[src/rtl/alu_driver_if.sv]
// Bundled command, ALU and result signals between alu_driver and its environment.
// clk/rst stay as plain ports on the modules.
interface alu_driver_if #(
  parameter int WIDTH = 4
);
  logic [1:0]       cmd_op;
  logic [WIDTH-1:0] cmd_a;
  logic [WIDTH-1:0] cmd_b;
  logic             cmd_valid;
  logic             cmd_ready;
  logic [1:0]       alu_op;
  logic [WIDTH-1:0] alu_a;
  logic [WIDTH-1:0] alu_b;
  logic             alu_in_valid;
  logic [WIDTH-1:0] alu_out;
  logic             alu_out_valid;
  logic [WIDTH-1:0] res_data;
  logic             res_valid;
  logic             res_ready;
  logic             busy;
  logic             err;

  modport master (
    input  cmd_op, cmd_a, cmd_b, cmd_valid, alu_out, alu_out_valid, res_ready,
    output cmd_ready, alu_op, alu_a, alu_b, alu_in_valid, res_data, res_valid, busy, err
  );

  modport slave (
    output cmd_op, cmd_a, cmd_b, cmd_valid, alu_out, alu_out_valid, res_ready,
    input  cmd_ready, alu_op, alu_a, alu_b, alu_in_valid, res_data, res_valid, busy, err
  );
endinterface

[src/rtl/alu_driver.sv]
// Credit-based initiator for the fixed-latency registered ALU; results are
// buffered in an in-order FIFO that always has room for every issued op.
module alu_driver #(
  parameter int WIDTH     = 4,
  parameter int RES_DEPTH = 4
) (
  input logic         clk,
  input logic         rst,
  alu_driver_if.master bus
);
  localparam int unsigned PW = $clog2(RES_DEPTH);
  localparam int unsigned CW = PW + 1;

  logic [CW-1:0]    credits_q, credits_d;
  logic [CW-1:0]    inflight_q, inflight_d;
  logic [PW:0]      wr_ptr_q, wr_ptr_d;
  logic [PW:0]      rd_ptr_q, rd_ptr_d;
  logic [WIDTH-1:0] mem_q [RES_DEPTH];
  logic [1:0]       op_q;
  logic [WIDTH-1:0] a_q, b_q;
  logic             iv_q;
  logic             err_q, err_d;

  logic accept, pop, push, empty, full;

  // Pointers carry one extra wrap bit so full and empty are distinguishable.
  always_comb begin
    empty  = (wr_ptr_q == rd_ptr_q);
    full   = (wr_ptr_q[PW] != rd_ptr_q[PW]) &&
             (wr_ptr_q[PW-1:0] == rd_ptr_q[PW-1:0]);
    accept = bus.cmd_valid && (credits_q != '0);
    pop    = !empty && bus.res_ready;
    push   = bus.alu_out_valid && (inflight_q != '0) && (!full || pop);

    credits_d  = credits_q - CW'(accept) + CW'(pop);
    inflight_d = inflight_q + CW'(accept) - CW'(push);
    wr_ptr_d   = wr_ptr_q + (PW+1)'(push);
    rd_ptr_d   = rd_ptr_q + (PW+1)'(pop);
    err_d      = err_q || (bus.alu_out_valid && !push);
  end

  always_ff @(posedge clk or posedge rst) begin
    if (rst) begin
      credits_q  <= CW'(RES_DEPTH);
      inflight_q <= '0;
      wr_ptr_q   <= '0;
      rd_ptr_q   <= '0;
      err_q      <= 1'b0;
      op_q       <= '0;
      a_q        <= '0;
      b_q        <= '0;
      iv_q       <= 1'b0;
      for (int unsigned i = 0; i < RES_DEPTH; i++) mem_q[i] <= '0;
    end else begin
      credits_q  <= credits_d;
      inflight_q <= inflight_d;
      wr_ptr_q   <= wr_ptr_d;
      rd_ptr_q   <= rd_ptr_d;
      err_q      <= err_d;
      iv_q       <= accept;
      if (accept) begin
        op_q <= bus.cmd_op;
        a_q  <= bus.cmd_a;
        b_q  <= bus.cmd_b;
      end
      if (push) mem_q[wr_ptr_q[PW-1:0]] <= bus.alu_out;
    end
  end

  always_comb begin
    bus.cmd_ready    = (credits_q != '0);
    bus.alu_op       = op_q;
    bus.alu_a        = a_q;
    bus.alu_b        = b_q;
    bus.alu_in_valid = iv_q;
    bus.res_data     = mem_q[rd_ptr_q[PW-1:0]];
    bus.res_valid    = !empty;
    bus.busy         = (inflight_q != '0) || !empty;
    bus.err          = err_q;
  end
endmodule
[src/flat_wrapper.sv]
// flat-port wrapper written by rule: the top's interface ports become plain ports
module alu_driver_flat 
#(
  parameter int WIDTH     = 4,
  parameter int RES_DEPTH = 4
)
  (clk, rst, bus_cmd_op, bus_cmd_a, bus_cmd_b, bus_cmd_valid, bus_alu_out, bus_alu_out_valid, bus_res_ready, bus_cmd_ready, bus_alu_op, bus_alu_a, bus_alu_b, bus_alu_in_valid, bus_res_data, bus_res_valid, bus_busy, bus_err);
  alu_driver_if #(.WIDTH(WIDTH)) bus_i ();
  input logic clk;
  input logic rst;
  input wire logic [$bits(bus_i.cmd_op)-1:0] bus_cmd_op;
  input wire logic [$bits(bus_i.cmd_a)-1:0] bus_cmd_a;
  input wire logic [$bits(bus_i.cmd_b)-1:0] bus_cmd_b;
  input wire logic [$bits(bus_i.cmd_valid)-1:0] bus_cmd_valid;
  input wire logic [$bits(bus_i.alu_out)-1:0] bus_alu_out;
  input wire logic [$bits(bus_i.alu_out_valid)-1:0] bus_alu_out_valid;
  input wire logic [$bits(bus_i.res_ready)-1:0] bus_res_ready;
  output wire logic [$bits(bus_i.cmd_ready)-1:0] bus_cmd_ready;
  output wire logic [$bits(bus_i.alu_op)-1:0] bus_alu_op;
  output wire logic [$bits(bus_i.alu_a)-1:0] bus_alu_a;
  output wire logic [$bits(bus_i.alu_b)-1:0] bus_alu_b;
  output wire logic [$bits(bus_i.alu_in_valid)-1:0] bus_alu_in_valid;
  output wire logic [$bits(bus_i.res_data)-1:0] bus_res_data;
  output wire logic [$bits(bus_i.res_valid)-1:0] bus_res_valid;
  output wire logic [$bits(bus_i.busy)-1:0] bus_busy;
  output wire logic [$bits(bus_i.err)-1:0] bus_err;
  assign bus_i.cmd_op = bus_cmd_op;
  assign bus_i.cmd_a = bus_cmd_a;
  assign bus_i.cmd_b = bus_cmd_b;
  assign bus_i.cmd_valid = bus_cmd_valid;
  assign bus_i.alu_out = bus_alu_out;
  assign bus_i.alu_out_valid = bus_alu_out_valid;
  assign bus_i.res_ready = bus_res_ready;
  assign bus_cmd_ready = bus_i.cmd_ready;
  assign bus_alu_op = bus_i.alu_op;
  assign bus_alu_a = bus_i.alu_a;
  assign bus_alu_b = bus_i.alu_b;
  assign bus_alu_in_valid = bus_i.alu_in_valid;
  assign bus_res_data = bus_i.res_data;
  assign bus_res_valid = bus_i.res_valid;
  assign bus_busy = bus_i.busy;
  assign bus_err = bus_i.err;
  alu_driver #(.WIDTH(WIDTH), .RES_DEPTH(RES_DEPTH)) u_core (.clk(clk), .rst(rst), .bus(bus_i));
endmodule
[config.mk]
export PLATFORM = sky130hd
export DESIGN_NAME = alu_driver_flat
export DESIGN_NICKNAME = d
export VERILOG_FILES = /design/src/rtl/alu_driver_if.sv /design/src/rtl/alu_driver.sv /design/src/flat_wrapper.sv
export SDC_FILE = /design/constraint.sdc
export NUM_CORES = 1
export LEC_CHECK = 0
export BUFFER_PORTS_ARGS = -buffer_cell sky130_fd_sc_hd__buf_2
export CORE_MARGIN = 8
export CORE_UTILIZATION = 42
export CTS_BUF_LIST = sky130_fd_sc_hd__clkbuf_4 sky130_fd_sc_hd__clkbuf_8
export DETAILED_ROUTE_END_ITERATION = 16
export GPL_ROUTABILITY_DRIVEN = 1
export PLACE_DENSITY = 0.6
export SLEW_MARGIN = 20
export SYNTH_ARGS = -nofsm -noshare
export SYNTH_HDL_FRONTEND = slang
export SYNTH_SLANG_ARGS = --single-unit
[constraint.sdc]
create_clock -name clk -period 5.7 [get_ports clk]
set_input_delay 1.14 -clock clk [delete_from_list [all_inputs] [get_ports clk]]
set_output_delay 1.14 -clock clk [all_outputs]
set_load 0.03 [all_outputs]
Word level (Yosys, flattened, before mapping)
Cells that the tools add are included.

storage, ports and cells
  bits in registers = 40
  input port bits = 19
  output and inout bits = 19

operators by class
  add/sub/neg operators = 6
  magnitude comparators = 3
  equality and inequality tests = 3
  muxes and demuxes = 6
  bitwise gates (word level) = 2
  reduce and logical (&&, ||, !) cells = 15

operators with widths
  operator              number
  $bwmux W16            1
  $add A3 B1 Y3         4
  $mux W4               3
  $bmux W4 S2           1
  $demux W4 S2          1
  $logic_and A1 B1 Y1   7
  $ge A3 B3 Y1 const B  2
  $not A2 Y3            2
  $reduce_bool A3 Y1    2
  $sub A3 B1 Y3         2
  $eq A3 B3 Y1          1
  $logic_not A1 Y1      3
  $logic_or A1 B1 Y1    3
  $lt A3 B1 Y1 const B  1
  $eq A2 B2 Y1          1
  $ne A1 B1 Y1          1

Longest topological paths before layout
  depth in word-level cells = 8
  mapped depth = 10

Worst setup path after synthesis
Ideal clock, no wire load.

  path kind = input -> register
  from = in bus_res_ready
  to = reg u_core.inflight_q[2]
  library setup time = 123 ps
  data arrival time = 2843 ps
  setup slack = 2734 ps
  stages on the path = 8
  buffers on the path = 0
  cell sequence = o41ai_4 inv_1 ha_1 inv_1 ha_1 fa_1 xor2_1 xnor2_1

between the ends
  longest elaborated chain between the ends = 4

RTL lines
  what                      line                RTL
  start, declared           flat_wrapper.sv:17  input wire logic [$bits(bus_i.res_ready)-1:0] bus_res_ready;
  $logic_and A1 B1 Y1       alu_driver.sv:32    pop = !empty && bus.res_ready;
  $logic_or A1 B1 Y1        alu_driver.sv:33    push = bus.alu_out_valid && (inflight_q != '0) && (!full || pop);
  $logic_and A1 B1 Y1       alu_driver.sv:33
  $sub A3 B1 Y3             alu_driver.sv:36    inflight_d = inflight_q + CW'(accept) - CW'(push);
  via u_core.inflight_d[2]  alu_driver.sv:15    logic [CW-1:0] inflight_q, inflight_d;
  end signal, assigned      alu_driver.sv:56    inflight_q <= inflight_d;
  end, declared             alu_driver.sv:15

The timed path passes the listed nets, and every way through them passes these cells.
A chain may end at the register's enable or synchronous reset.

Worst setup path in the final report
  from = reg u_core.rd_ptr_q[1]
  to = out bus_busy

between the ends
  longest elaborated chain between the ends = 3

RTL lines
  what                    line                RTL
  start, declared         alu_driver.sv:17    logic [PW:0] rd_ptr_q, rd_ptr_d;
  start signal, assigned  alu_driver.sv:58    rd_ptr_q <= rd_ptr_d;
  $eq A3 B3 Y1            alu_driver.sv:28    empty = (wr_ptr_q == rd_ptr_q);
  $logic_not A1 Y1        alu_driver.sv:78    bus.busy = (inflight_q != '0) || !empty;
  $logic_or A1 B1 Y1      alu_driver.sv:78
  end, declared           flat_wrapper.sv:25  output wire logic [$bits(bus_i.busy)-1:0] bus_busy;

No other way between the ends.

==> impl_metrics.yaml <==
run_status:
  status: "finished clean"
critical_path:
  crit_required_ns: 4.56
  r2r_cells: 9
  end_kind: "output pin"
  crit_arrival_ns: 1.82
  crit_end: "bus_busy"
  critPathMaxFanout: 6
  timing.rr.end: "u_core.inflight_q[2]"
  start_kind: "flop"
  path_cells: "xor2_1 > nor2_1 > nand2_1 > or4_1 > buf_2"
  critical_path_class: "flop to output pin"
  slowest_stage: "dfrtp_1"
  rr_startpoint: "u_core.rd_ptr_q[0]"
  reg2reg_setup_slack_ns: 3.00
  cpPeakStageDelay_ns: 0.56
  cp-startpoint: "u_core.rd_ptr_q[1]"
clock_tree:
  cts_made_buffers: 5
  cts_resized: 0
  tritoncts: "done"
  cts_hold_buf: 0
  insertion_delay_ns: 0.28
  clock_path_buffers: 2
  clockRootBuffer: "clkbuf_8"
  cts.sinks: 40
  htree_levels: 2
  cts.clk_slew.worst_paths_ns: 0.07
  post_cts_buffers: 0
sta:
  setup_tns_ns: 0
  slew_headroom_pct: 67.35
  clock_skew_ns: 0.003935
  max_freq_mhz: 338.1
  min_period_ns: 2.957
  setup_violations: 0
  final_hold_viol_count: 0
  worst_pin_slew_ns: 0.4897
  final.period_utilization_pct: 51.88
  rsz0062_at_grt: "no"
  drv_slew: 0
layout:
  diodes: 0
  mostFrequentLayoutCells: "39 x dfrtp_1, 37 x buf_2, 26 x mux2_2"
  mostFrequentLayoutCell: "dfrtp_1"
  area.growth.synth_to_final_pct: 21.09
  nets: 188
  nFillCells: 362
  design_area_um2: 2141
  layout-drive-gt1-share_pct: 50.00
placement:
  numPortBuffers: 37
  gp_congestion: 0.7103
  place_area_um2: 2014
  post-dp-hpwl_um: 2359
yosys:
  ys_ff_latch: 40
  async_flop_share_pct: 100.0
  yosys.cell_types.count: 20
  synth_nets: 145
  synth-main-ff-cell: "dfrtp_1"
  yosys_warnings: 0
  synthCells: 116
  syn_area_per_cell_um2: 15.24
  synth_edf_count: 0
  seq_area_frac_synth_pct: 56.69
  netlist_area_um2: 1768
pwr:
  ir_drop_v: 0.0002377
  power_density_nw_per_um2: 626.6
  power.leakage_nw: 1.006
floorplan:
  die_h_um: 80.88
  rows: 23
  coreArea_um2: 4029
  die_area_um2: 6542
  initial_core_util_pct: 43.88
  fp.dieW_um: 80.88
  io-pin-count: 38
routing:
  drt-total-wl_um: 3158
  route.detailed.drc: 0
  dr.pass1.iters: 2
  initialDrtViolationCount: 42
  vias: 1027
  wl_per_cell_um: 15.04
  postRouteAntennaNets: 0
  routed_via_density: 4.890
global_route:
  grt_antenna_before_repair: 0
  grt_pass1_vias: 1223
  grt_pass1_wl_um: 5547
  grt_max_degree: 41
  overflow: 0
  track_usage_pct: 10.86
flow_run:
  drv_cap: 0
min_path:
  worst_hold_path_type: "flop to flop"
## worst min-delay path by stage
stage	end	cells after the start	slack, ns	startpoint
floorplan	u_core.rd_ptr_q[2]	1	0.46	u_core.rd_ptr_q[2]
global route	u_core.bus.err	1	0.48	u_core.bus.err
finish	u_core.bus.err	1	0.46	u_core.bus.err
detailed placement	u_core.bus.err	1	0.45	u_core.bus.err
global placement	u_core.bus.err	1	0.44	u_core.bus.err
CTS	u_core.bus.err	1	0.47	u_core.bus.err
## report_power, final
group | internal, mW | switching (mW)
clock | 0.154 | 0.0899
sequential | 0.419 | 0.0973
combinational | 0.264 | 0.316
## flip-flops by register name (all words and copies together), names as in the netlist
register and cells:
u_core.bus.alu_a 4, u_core.bus.alu_b 4, u_core.bus.alu_in_valid 1, u_core.bus.alu_op 2
u_core.bus.err 1, u_core.credits_q 3, u_core.inflight_q 3, u_core.mem_q 16
u_core.rd_ptr_q 3, u_core.wr_ptr_q 3
## cell type report
type / instances / area [um^2] / area share [%]
multi-input cells: 63 / 715.7 / 33.43
well taps: 50 / 62.56 / 2.922
clock inverters: 1 / 30.03 / 1.403
repair buffers: 38 / 192.7 / 9.001
clock buffers: 7 / 96.34 / 4.500
inverters: 11 / 41.29 / 1.929
flip-flops and latches: 40 / 1002 / 46.81
## per-stage QoR
stage	std cells	total power, mW	hold slack (ns)	worst slack, ns	util, %
floorplan	116	0.9622	0.4591	2.734	-
global placement	202	1.087	0.4445	2.544	50.00
detailed placement	202	1.114	0.4526	2.470	50.00
CTS	210	1.366	0.4700	2.699	53.14
global route	210	1.442	0.4788	2.593	53.14
finish	210	1.341	0.4600	2.743	53.14
## cell families after synthesis
family / Yosys count / synth area share, %
and+or+nand+nor: 11 / 3.963
adders and majority gates: 10 / 7.927
AOI/OAI and AO/OA: 3 / 2.477
xor gates and xnor gates: 9 / 4.458
DFF: 40 / 56.69
buffers and inverters: 13 / 2.830
muxes: 30 / 21.66
## synthesized netlist by cell type, types with 2 or more instances
library cell	number	area, um^2
dfrtp_1	39	975.9
fa_1	2	40.04
ha_1	8	100.1
inv_1	11	41.29
mux2_2	26	292.8
mux4_2	4	90.09
nand2_1	3	11.26
nor2_1	2	7.510
nor3b_2	2	25.02
or3_1	2	12.51
xnor2_1	4	35.03
xor2_1	5	43.79
## critical path: cells and delay by family (launching register included)
family                    cells  cell delay (ns)
and+or+nand+nor               3             0.59
buffers and inverters         1             0.19
DFF                           1             0.56
xor gates and xnor gates      1             0.19
## per-layer routing
layer,GRT usage (%),part of all wire [%],vias to the layer above
li1,-,-,480
met1,12.62,45,509
met2,17.56,48,36
met3,4.415,6.1,2
met4,4.286,0.60,0
met5,0,0,-
No activity file was read; power rests on OpenSTA's default activity.
